`config.mk`:
```
export PLATFORM = sky130hd
export DESIGN_NAME = mult_div_unit_flat
export DESIGN_NICKNAME = d
export VERILOG_FILES = /design/src/rtl/mult_div_unit_if.sv /design/src/rtl/mult_div_unit.sv /design/src/flat_wrapper.sv
export SDC_FILE = /design/constraint.sdc
export NUM_CORES = 1
export LEC_CHECK = 0
export BUFFER_PORTS_ARGS = -buffer_cell sky130_fd_sc_hd__buf_2
export CORE_ASPECT_RATIO = 0.6
export CORE_MARGIN = 2
export CORE_UTILIZATION = 50
export DETAILED_ROUTE_END_ITERATION = 8
export HOLD_SLACK_MARGIN = 0.08
export PLACE_DENSITY = 0.71
export SYNTH_ARGS = -nofsm -noshare
export SYNTH_HDL_FRONTEND = slang
export SYNTH_SLANG_ARGS = --single-unit
```
`constraint.sdc`:
```
create_clock -name clk -period 3.5 [get_ports clk]
set_input_delay 0.525 -clock clk [delete_from_list [all_inputs] [get_ports clk]]
set_output_delay 0.525 -clock clk [all_outputs]
set_load 0.02 [all_outputs]
```
`src/rtl/mult_div_unit_if.sv`:
```
// mult_div_unit_if
//  Request/result bundle between the register-file read ports, the
//  multiply/divide unit and the MFHI/MFLO writeback path.
//  master : issues operations and MTHI/MTLO writes, observes status and HI/LO
//  slave  : the multiply/divide unit
//  Signals:
//   op_a, op_b  operands (rs / rt)
//   op          00 MULT, 01 MULTU, 10 DIV, 11 DIVU
//   start       operation request
//   hi_we/lo_we direct HI/LO write from op_a
//   busy        operation in flight
//   done        one-cycle pulse, HI/LO just written by an operation
//   div0        qualifies done: divide by zero
//   hi, lo      architectural HI/LO
interface mult_div_unit_if #(
  parameter int WIDTH = 32
);
  logic [WIDTH-1:0] op_a;
  logic [WIDTH-1:0] op_b;
  logic [1:0]       op;
  logic             start;
  logic             hi_we;
  logic             lo_we;
  logic             busy;
  logic             done;
  logic             div0;
  logic [WIDTH-1:0] hi;
  logic [WIDTH-1:0] lo;

  modport master (
    output op_a, op_b, op, start, hi_we, lo_we,
    input  busy, done, div0, hi, lo
  );

  modport slave (
    input  op_a, op_b, op, start, hi_we, lo_we,
    output busy, done, div0, hi, lo
  );
endinterface

```
`src/rtl/mult_div_unit.sv`:
```
// mult_div_unit
//  Iterative integer multiply/divide unit holding the architectural HI/LO
//  registers. MULT/MULTU use shift-add, DIV/DIVU use restoring
//  shift-subtract, one step per clock over WIDTH steps on operand magnitudes;
//  signs are fixed up in FIN. Every operation takes WIDTH+1 cycles after the
//  accepting edge.
//  Ports:
//   clk    rising-edge clock
//   rst_n  asynchronous active-low reset
//   bus    mult_div_unit_if.slave (operands, op, start, hi_we/lo_we in;
//          busy, done, div0, hi, lo out)
//
//  state | meaning
//  ------+-----------------------------------------------------------
//  IDLE  | waiting; accepts start, or direct HI/LO writes
//  CALC  | one iteration per clock, cnt counts 0..WIDTH-1
//  FIN   | sign correction, HI/LO written, done pulsed at exit edge
module mult_div_unit #(
  parameter int WIDTH = 32
) (
  input logic            clk,
  input logic            rst_n,
  mult_div_unit_if.slave bus
);
  localparam int CW = $clog2(WIDTH);

  typedef enum logic [1:0] {
    IDLE = 2'd0,
    CALC = 2'd1,
    FIN  = 2'd2
  } state_t;

  state_t state, state_nxt;

  logic [CW-1:0]    cnt;
  logic [WIDTH-1:0] acc;      // product high half / partial remainder
  logic [WIDTH-1:0] qr;       // multiplier shifting out / quotient shifting in
  logic [WIDTH-1:0] mcand;    // multiplicand / divisor magnitude
  logic [WIDTH-1:0] a_orig;   // raw dividend, returned in HI on divide by zero
  logic             is_div;
  logic             neg_lo;   // product or quotient needs negation
  logic             neg_hi;   // remainder needs negation (dividend negative)
  logic             div_zero;
  logic [WIDTH-1:0] hi_r, lo_r;
  logic             done_r, div0_r;

  logic load, step, finish, wr_hi, wr_lo;

  // ---------------- FSM ----------------
  always_ff @(posedge clk or negedge rst_n) begin
    if (!rst_n) state <= IDLE;
    else        state <= state_nxt;
  end

  always_comb begin
    state_nxt = state;
    load      = 1'b0;
    step      = 1'b0;
    finish    = 1'b0;
    wr_hi     = 1'b0;
    wr_lo     = 1'b0;
    unique case (state)
      IDLE: begin
        // start has priority; a simultaneous HI/LO write is dropped
        if (bus.start) begin
          load      = 1'b1;
          state_nxt = CALC;
        end else begin
          wr_hi = bus.hi_we;
          wr_lo = bus.lo_we;
        end
      end
      CALC: begin
        step = 1'b1;
        if (cnt == CW'(WIDTH - 1)) state_nxt = FIN;
      end
      FIN: begin
        finish    = 1'b1;
        state_nxt = IDLE;
      end
      default: state_nxt = IDLE;
    endcase
  end

  // ---------------- operand conditioning ----------------
  logic             sa, sb;
  logic [WIDTH-1:0] mag_a, mag_b;

  always_comb begin
    sa    = ~bus.op[0] & bus.op_a[WIDTH-1];
    sb    = ~bus.op[0] & bus.op_b[WIDTH-1];
    mag_a = sa ? -bus.op_a : bus.op_a;
    mag_b = sb ? -bus.op_b : bus.op_b;
  end

  // ---------------- iteration step ----------------
  logic [WIDTH:0] mul_sum, rem_sh, rem_sub;
  logic           rem_ge;

  always_comb begin
    mul_sum = {1'b0, acc} + (qr[0] ? {1'b0, mcand} : '0);
    rem_sh  = {acc, qr[WIDTH-1]};
    rem_ge  = rem_sh >= {1'b0, mcand};
    rem_sub = rem_sh - {1'b0, mcand};
  end

  always_ff @(posedge clk or negedge rst_n) begin
    if (!rst_n) begin
      cnt      <= '0;
      acc      <= '0;
      qr       <= '0;
      mcand    <= '0;
      a_orig   <= '0;
      is_div   <= 1'b0;
      neg_lo   <= 1'b0;
      neg_hi   <= 1'b0;
      div_zero <= 1'b0;
    end else if (load) begin
      cnt      <= '0;
      acc      <= '0;
      qr       <= mag_a;
      mcand    <= mag_b;
      a_orig   <= bus.op_a;
      is_div   <= bus.op[1];
      neg_lo   <= sa ^ sb;
      neg_hi   <= sa;
      div_zero <= bus.op[1] & (bus.op_b == '0);
    end else if (step) begin
      cnt <= cnt + 1'b1;
      if (is_div) begin
        if (rem_ge) begin
          acc <= rem_sub[WIDTH-1:0];
          qr  <= {qr[WIDTH-2:0], 1'b1};
        end else begin
          acc <= rem_sh[WIDTH-1:0];
          qr  <= {qr[WIDTH-2:0], 1'b0};
        end
      end else begin
        // shift the (WIDTH+1)-bit sum and the multiplier right as one word
        acc <= mul_sum[WIDTH:1];
        qr  <= {mul_sum[0], qr[WIDTH-1:1]};
      end
    end
  end

  // ---------------- result and HI/LO ----------------
  logic [2*WIDTH-1:0] prod_mag, prod_fix;
  logic [WIDTH-1:0]   hi_res, lo_res;

  always_comb begin
    prod_mag = {acc, qr};
    prod_fix = neg_lo ? -prod_mag : prod_mag;
    if (div_zero) begin
      hi_res = a_orig;
      lo_res = '1;
    end else if (is_div) begin
      hi_res = neg_hi ? -acc : acc;
      lo_res = neg_lo ? -qr : qr;
    end else begin
      hi_res = prod_fix[2*WIDTH-1:WIDTH];
      lo_res = prod_fix[WIDTH-1:0];
    end
  end

  always_ff @(posedge clk or negedge rst_n) begin
    if (!rst_n) begin
      hi_r   <= '0;
      lo_r   <= '0;
      done_r <= 1'b0;
      div0_r <= 1'b0;
    end else begin
      done_r <= finish;
      div0_r <= finish & div_zero;
      if (finish) begin
        hi_r <= hi_res;
        lo_r <= lo_res;
      end else begin
        if (wr_hi) hi_r <= bus.op_a;
        if (wr_lo) lo_r <= bus.op_a;
      end
    end
  end

  assign bus.busy = (state != IDLE);
  assign bus.done = done_r;
  assign bus.div0 = div0_r;
  assign bus.hi   = hi_r;
  assign bus.lo   = lo_r;
endmodule

```
`src/flat_wrapper.sv`:
```
// flat-port wrapper written by rule: the top's interface ports become plain ports
module mult_div_unit_flat 
#(
  parameter int WIDTH = 32
)
  (clk, rst_n, bus_op_a, bus_op_b, bus_op, bus_start, bus_hi_we, bus_lo_we, bus_busy, bus_done, bus_div0, bus_hi, bus_lo);
  mult_div_unit_if #(.WIDTH(WIDTH)) bus_i ();
  input logic clk;
  input logic rst_n;
  input wire logic [$bits(bus_i.op_a)-1:0] bus_op_a;
  input wire logic [$bits(bus_i.op_b)-1:0] bus_op_b;
  input wire logic [$bits(bus_i.op)-1:0] bus_op;
  input wire logic [$bits(bus_i.start)-1:0] bus_start;
  input wire logic [$bits(bus_i.hi_we)-1:0] bus_hi_we;
  input wire logic [$bits(bus_i.lo_we)-1:0] bus_lo_we;
  output wire logic [$bits(bus_i.busy)-1:0] bus_busy;
  output wire logic [$bits(bus_i.done)-1:0] bus_done;
  output wire logic [$bits(bus_i.div0)-1:0] bus_div0;
  output wire logic [$bits(bus_i.hi)-1:0] bus_hi;
  output wire logic [$bits(bus_i.lo)-1:0] bus_lo;
  assign bus_i.op_a = bus_op_a;
  assign bus_i.op_b = bus_op_b;
  assign bus_i.op = bus_op;
  assign bus_i.start = bus_start;
  assign bus_i.hi_we = bus_hi_we;
  assign bus_i.lo_we = bus_lo_we;
  assign bus_busy = bus_i.busy;
  assign bus_done = bus_i.done;
  assign bus_div0 = bus_i.div0;
  assign bus_hi = bus_i.hi;
  assign bus_lo = bus_i.lo;
  mult_div_unit #(.WIDTH(WIDTH)) u_core (.clk(clk), .rst_n(rst_n), .bus(bus_i));
endmodule
```
==> results.yml, run 1 <==
clock_network:
  clkLatencyLatePin_ns: 0.53
  htreeDepth: 1
  cts_buffers: 22
  cts_sinks: 205
  path_clk_slew_ns: 0.07
  cts_tree: "done"
  cts_setup_buffers: 0
  ctsLongestPathBuffers: 3
  clockRootBuffer: "clkbuf_16"
drt:
  viasPerCell: 6.42
  dr.pass1.iters: 6
  drc: 0
  routedWlPerCell_um: 23.0
  vias: 16147
  wirelength_um: 57800
  antenna_left: 0
  drt_iter0_drc: 2318
finish:
  fin_cells: 2514
  fillCellCount: 2882
  antennaDiodeCount: 0
  ff_latch_area_um2: 5130
  fin_nets: 2226
  final_area_um2: 18000
  drive_gt1_share_pct: 14.6
  area_delta_synth_final_pct: 14.4
  multi_input_area_um2: 9900
critical_path:
  path_cells: "inv_1 -> ha_1 -> inv_1 -> fa_1 -> a211oi_2 -> o21ai_1 -> a211oi_1 -> nor3_1 -> a311oi_2 -> o21bai_1 -> a221oi_2 -> xor2_1 -> o221ai_1"
  required_ns: 3.89
  reg2reg_slack_ns: 0.11
  cp_slowest_cell: "dfrtp_1"
  startpoint_type: "register"
  worstPathArrival_ns: 3.78
  reg2regPathDepth: 13
  reg2reg_from: "u_core.qr[31]"
  crit_fanout: 4
  cp-startpoint: "u_core.qr[31]"
  crit_path_max_incr_delay_ns: 0.43
  crit_end: "u_core.acc[30]"
  crit_path_end_kind: "register"
  r2r-end: "u_core.acc[30]"
  crit_top_cell: "inv_1"
  crit_type: "reg -> reg"
timing:
  rsz0062_at_grt: "false"
  timing.slew.headroom_pct: 13.6
  period_minus_slack_ns: 3.39
  clock_skew_ns: 0.0147
  hold_violations: 0
  tightestPinTransition_ns: 1.30
  fin_tns_setup_ns: 0
  clock.fmax_mhz: 295
  min_period_over_period_pct: 96.7
  setup_ws_ns: 0.114
  holdWs_ns: 0.270
  final-max-slew-violation-count: 0
  setup_viol: 0
worst_hold_path:
  min_path_type: "in -> reg"
  holdPathStages: 3
synthesis:
  synth_top_area_cell: "dfrtp_1"
  synthCells: 1954
  synth_area_leaders: "dfrtp_1, nand2_1, ha_1"
  synth_top_area_share_pct: 32.7
  synth_cell_types: 79
  ys_async_sr_fraction_pct: 100
  synth_edf_count: 0
  yosys_register_bits: 205
  yosysWarnings: 0
  synth.avg_cell_area_um2: 8.04
  syn_nets: 2097
  synth_flop_cell: "dfrtp_1"
  synth_area_um2: 15700
  ys_seq_area_share_pct: 32.7
place:
  pre_cts_ws_ns: 0.0512
  placedCellCount: 2474
  gp_congestion: 1.03
  portBuffers: 137
  hpwl_um: 43200
  dpl-instance-area_um2: 17200
pwr:
  peakVddDrop_mv: 0.469
  p_per_area_nw_per_um2: 1220
  power_leakage_nw: 8.07
global_routing:
  grt_pass1_vias: 14884
  grt_pass1_wl_um: 89000
  antenna_found_initial: 0
  grt.total_usage_pct: 34.9
  grt_max_degree: 76
  grt_overflow: 0
flow_run:
  drv_cap: 0
status:
  status: "completed"
die:
  die_h_um: 141
  dieWidth_um: 233
  dieArea_um2: 32900
  start_util_pct: 50.6
  core_region_area_um2: 31000
  io-pin-count: 138
  rows: 50
-- logic make-up after synthesis --
family / synth area share (%)
and+or+nand+nor: 19.3
xor gates and xnor gates: 9.31
buffers and inverters: 4.82
adders and majority gates: 5.83
DFF: 32.7
muxes: 3.07
AOI/OAI and AO/OA: 25.0
-- layout make-up --
| class | instances | area share (%) |
|---|---|---|
| Inverter | 64 | 1.34 |
| Clock buffer | 28 | 3.36 |
| Timing Repair Buffer | 236 | 8.15 |
| Sequential cell | 205 | 28.5 |
| Clock inverter | 11 | 0.647 |
| Tap cell | 416 | 2.90 |
| Multi-Input combinational cell | 1554 | 55.1 |
-- cell usage in the layout (no fill, tap or decap), drive strengths merged, types with 17 or more instances in the layout --
cell type  count
nor3          54
buf          234
a22oi         20
nand2        313
inv           65
or4           17
ha            70
nand3         35
a21oi        123
xnor2         79
o21ai        192
a222oi        19
mux2i         47
a31oi         18
nor2         122
or3           22
o211ai        36
xor2          88
o31ai         30
a21o          40
clkbuf        29
a32oi         33
dfrtp        205
nand2b        23
-- worst max-delay path: cells and delay by family (launching register included) --
| family | cells | cell delay [ns] |
|---|---|---|
| buffers and inverters | 2 | 0.27 |
| adders and majority gates | 2 | 0.62 |
| xor gates and xnor gates | 1 | 0.21 |
| and+or+nand+nor | 1 | 0.11 |
| DFF | 1 | 0.43 |
| AOI/OAI and AO/OA | 7 | 1.59 |
-- metal layers --
layer  part of all wire (%)  vias to the layer above  track usage, %
met4                    1.9                        0            7.84
met2                     38                     1051            45.6
met5                      0                        -               0
li1                       -                     7327               -
met1                     46                     7679            55.2
met3                     14                       90            10.6
-- power breakdown --
group / switching (mW) / internal, mW / total (mW)
logic: 8.82 / 5.74 / 14.6
clock network: 1.07 / 1.38 / 2.45
registers: 1.35 / 3.57 / 4.92
total: 11.2 / 10.7 / 21.9
-- registers in the layout, summed over array words and instances, names as in the netlist --
name             cells
u_core.bus.done      1
u_core.neg_hi        1
u_core.cnt           5
u_core.bus.hi       32
u_core.is_div        1
u_core.mcand        32
u_core.div_zero      1
u_core.qr           32
u_core.bus.div0      1
u_core.neg_lo        1
u_core.state         2
u_core.bus.lo       32
u_core.a_orig       32
u_core.acc          32
-- worst min-delay path by stage --
stage | startpoint | endpoint | slack, ns
2_1_floorplan | rst_n | u_core.a_orig[0] | 0.23
3_3_place_gp | u_core.a_orig[4] | u_core.a_orig[4] | 0.45
3_5_place_dp | u_core.a_orig[4] | u_core.a_orig[4] | 0.46
4_1_cts | bus_op_a[15] | u_core.a_orig[15] | 0.26
5_1_grt | bus_op_a[22] | u_core.a_orig[22] | 0.29
6_report | bus_op_a[15] | u_core.a_orig[15] | 0.27
-- what timing repair did --
| action | 4_1_cts | 5_1_grt |
|---|---|---|
| hold buffers | 1 | 0 |
| endpoints found under the hold margin | 57 | 0 |
| resized for setup | 0 | 10 |
| endpoints found under the setup margin | 0 | 7 |
-- Yosys cell counts (all sizes together), types with 11 or more instances --
library cell and number:
a211oi 11, a21o 40, a21oi 123, a222oi 19, a22oi 20, a31oi 18
a32oi 33, buf 16, clkbuf 115, dfrtp 205, ha 70, inv 64
mux2i 47, nand2 313, nand2b 23, nand3 35, nand4 13, nor2 122
nor3 54, nor4 15, o211ai 36, o21ai 192, o31ai 30, o41ai 12
or3 22, or4 17, xnor2 79, xor2 88
-- metrics by stage --
stage	power [mW]	utilization [%]
final	21.9	57.9
after global routing	23.3	57.9
after CTS	21.3	57.8
after detailed placement	18.8	55.4
after global placement	18.5	55.4
after floorplan	14.1	-
(Power assumes the default switching activity.)
==> run 2, diff against run 1 <==
--- a/config.mk
+++ b/config.mk
@@ -10,6 +10,7 @@
 export CORE_MARGIN = 2
 export CORE_UTILIZATION = 50
 export DETAILED_ROUTE_END_ITERATION = 8
+export GPL_TIMING_DRIVEN = 0
 export HOLD_SLACK_MARGIN = 0.08
 export PLACE_DENSITY = 0.71
 export SYNTH_ARGS = -nofsm -noshare
==> results.yml, run 2 (synthesis gave the netlist of run 1 again) <==
clock_network:
  cts_buffers: 22
  cts_tree: "done"
  clockRootBuffer: "clkbuf_16"
  path_clk_slew_ns: 0.07
  ctsLongestPathBuffers: 3
  clkLatencyLatePin_ns: 0.55
  cts_sinks: 205
  htreeDepth: 1
critical_path:
  crit_fanout: 10
  path_buf_inv: 4
  crit_type: "reg -> reg"
  startpoint_type: "register"
  crit_family: "buffers and inverters"
  crit_path_max_incr_delay_ns: 0.78
  worstPathArrival_ns: 3.91
  crit_path_end_kind: "register"
  required_ns: 3.94
  crit_top_cell: "clkbuf_1"
  cp_slowest_cell: "clkbuf_1"
  path_cells: "clkbuf_1 -> clkbuf_1 -> clkbuf_1 -> clkbuf_1 -> o311ai_0 -> a22o_1"
timing:
  final-max-slew-violation-count: 0
  clock.fmax_mhz: 288
  timing.slew.headroom_pct: 9.27
  period_minus_slack_ns: 3.47
  setup_viol: 0
  hold_violations: 0
  min_period_over_period_pct: 99.2
  fin_tns_setup_ns: 0
  tightestPinTransition_ns: 1.36
  clock_skew_ns: 0.0167
drt:
  routedWlPerCell_um: 24.6
  vias: 16704
  antenna_left: 0
  wirelength_um: 62900
  viasPerCell: 6.55
  dr.pass1.iters: 8
  drt_iter0_drc: 2580
  drc: 0
pwr:
  p_comb_share_pct: 66.4
  total_power_mw: 22.1
  power_frac_seq_pct: 22.4
  switching_share_pct: 53.0
  internal-power_mw: 10.4
  clkPwrFrac_pct: 11.2
  power_switching_mw: 11.7
  p_per_area_nw_per_um2: 1220
  peakVddDrop_mv: 0.541
  power_leakage_nw: 7.86
finish:
  final_cell_mix: "nand2_1, dfrtp_1, o21ai_0, buf_2, nor2_1"
  drive_gt1_share_pct: 12.2
  ff_latch_area_um2: 5140
  area_delta_synth_final_pct: 14.9
  fillCellCount: 2935
  layout_commonest_cell: "nand2_1"
  antennaDiodeCount: 0
  final_area_um2: 18000
  multi_input_area_um2: 10100
  fin_nets: 2262
global_routing:
  grt_max_degree: 91
  grt_overflow: 0
  grt_pass1_vias: 14915
  grt_pass1_wl_um: 93200
  antenna_found_initial: 0
  grt.total_usage_pct: 37.4
die:
  start_util_pct: 50.6
  core_region_area_um2: 31000
  die_h_um: 141
  dieWidth_um: 233
  rows: 50
  io-pin-count: 138
  dieArea_um2: 32900
place:
  portBuffers: 130
  gp_congestion: 1.07
  hpwl_um: 48100
  dpl-instance-area_um2: 16900
flow_run:
  drv_cap: 0
status:
  status: "completed"
worst_hold_path:
  min_path_type: "in -> reg"
[run 2: changes by cell type in the layout (fill, tap and decap cells not counted), moves of 5 or more]
cell and delta:
clkbuf_1 +100, buf_4 -81, buf_1 +7, dfrtp_1 -5, dfrtp_2 +5
[run 2: layout make-up]
cell class,instances,share of cell area [%]
clock buffer,28,3.34
tap,416,2.88
timing repair buffer,146,4.56
buffer,126,2.90
inverter,64,1.33
multi-input combinational,1554,55.8
clock inverter,12,0.714
sequential,205,28.5
[run 2: metal layers]
layer | track usage (%) | up-vias | wire [um]
met2 | 46.6 | 1117 | 23100
met4 | 5.93 | 0 | 1070
met5 | 0.595 | - | 0
li1 | - | 7416 | -
met3 | 16.5 | 91 | 10600
met1 | 58.5 | 8080 | 28100
[run 2: path summary, 6_finish.rpt]
check,from,depth (start not counted),slack (ns),endpoint
max,u_core.is_div,6,0.03,u_core.acc[4]
min,bus_op_a[29],3,0.26,u_core.a_orig[29]
max reg2reg,u_core.is_div,6,0.03,u_core.acc[4]
min reg2reg,u_core.a_orig[4],2,0.48,u_core.a_orig[4]
max in group asynchronous,rst_n,3,2.21,u_core.qr[31]
min in group asynchronous,rst_n,2,0.47,u_core.acc[9]
[run 2: power groups by stage]
stage,sequential [mW],clock [mW],combinational [mW]
after detailed placement,4.85,0,13.5
after floorplan,4.84,0,9.28
after CTS,4.84,2.47,13.8
final,4.94,2.48,14.7
after global routing,5.02,2.56,15.7
after global placement,4.81,0,13.2
[run 2: worst register-to-register path: stages, from the launching register on]
cell	delay [ns]
dfrtp_1	0.33
clkbuf_1	0.37
clkbuf_1	0.57
clkbuf_1	0.70
clkbuf_1	0.78
o311ai_0	0.34
a22o_1	0.26
[run 2: per-stage QoR]
step | utilization [%] | setup slack (ns) | instances | hold WS [ns]
after floorplan | - | 0.333 | 1954 | 0.229
after global placement | 54.4 | -1.80 | 2500 | 0.451
after detailed placement | 54.6 | -0.969 | 2502 | 0.440
after CTS | 57.5 | -0.0447 | 2544 | 0.246
after global routing | 58.1 | -0.0262 | 2551 | 0.264
final | 58.1 | 0.0293 | 2551 | 0.257
[run 2: what timing repair did]
| action | in CTS | in global routing |
|---|---|---|
| gates resized for setup | 38 | 37 |
| gates cloned | 0 | 0 |
| pin swaps | 6 | 3 |
| endpoints found under the hold margin | 39 | 0 |
| buffers inserted | 4 | 9 |
| hold buffers | 1 | 0 |
| setup endpoints to repair | 48 | 37 |
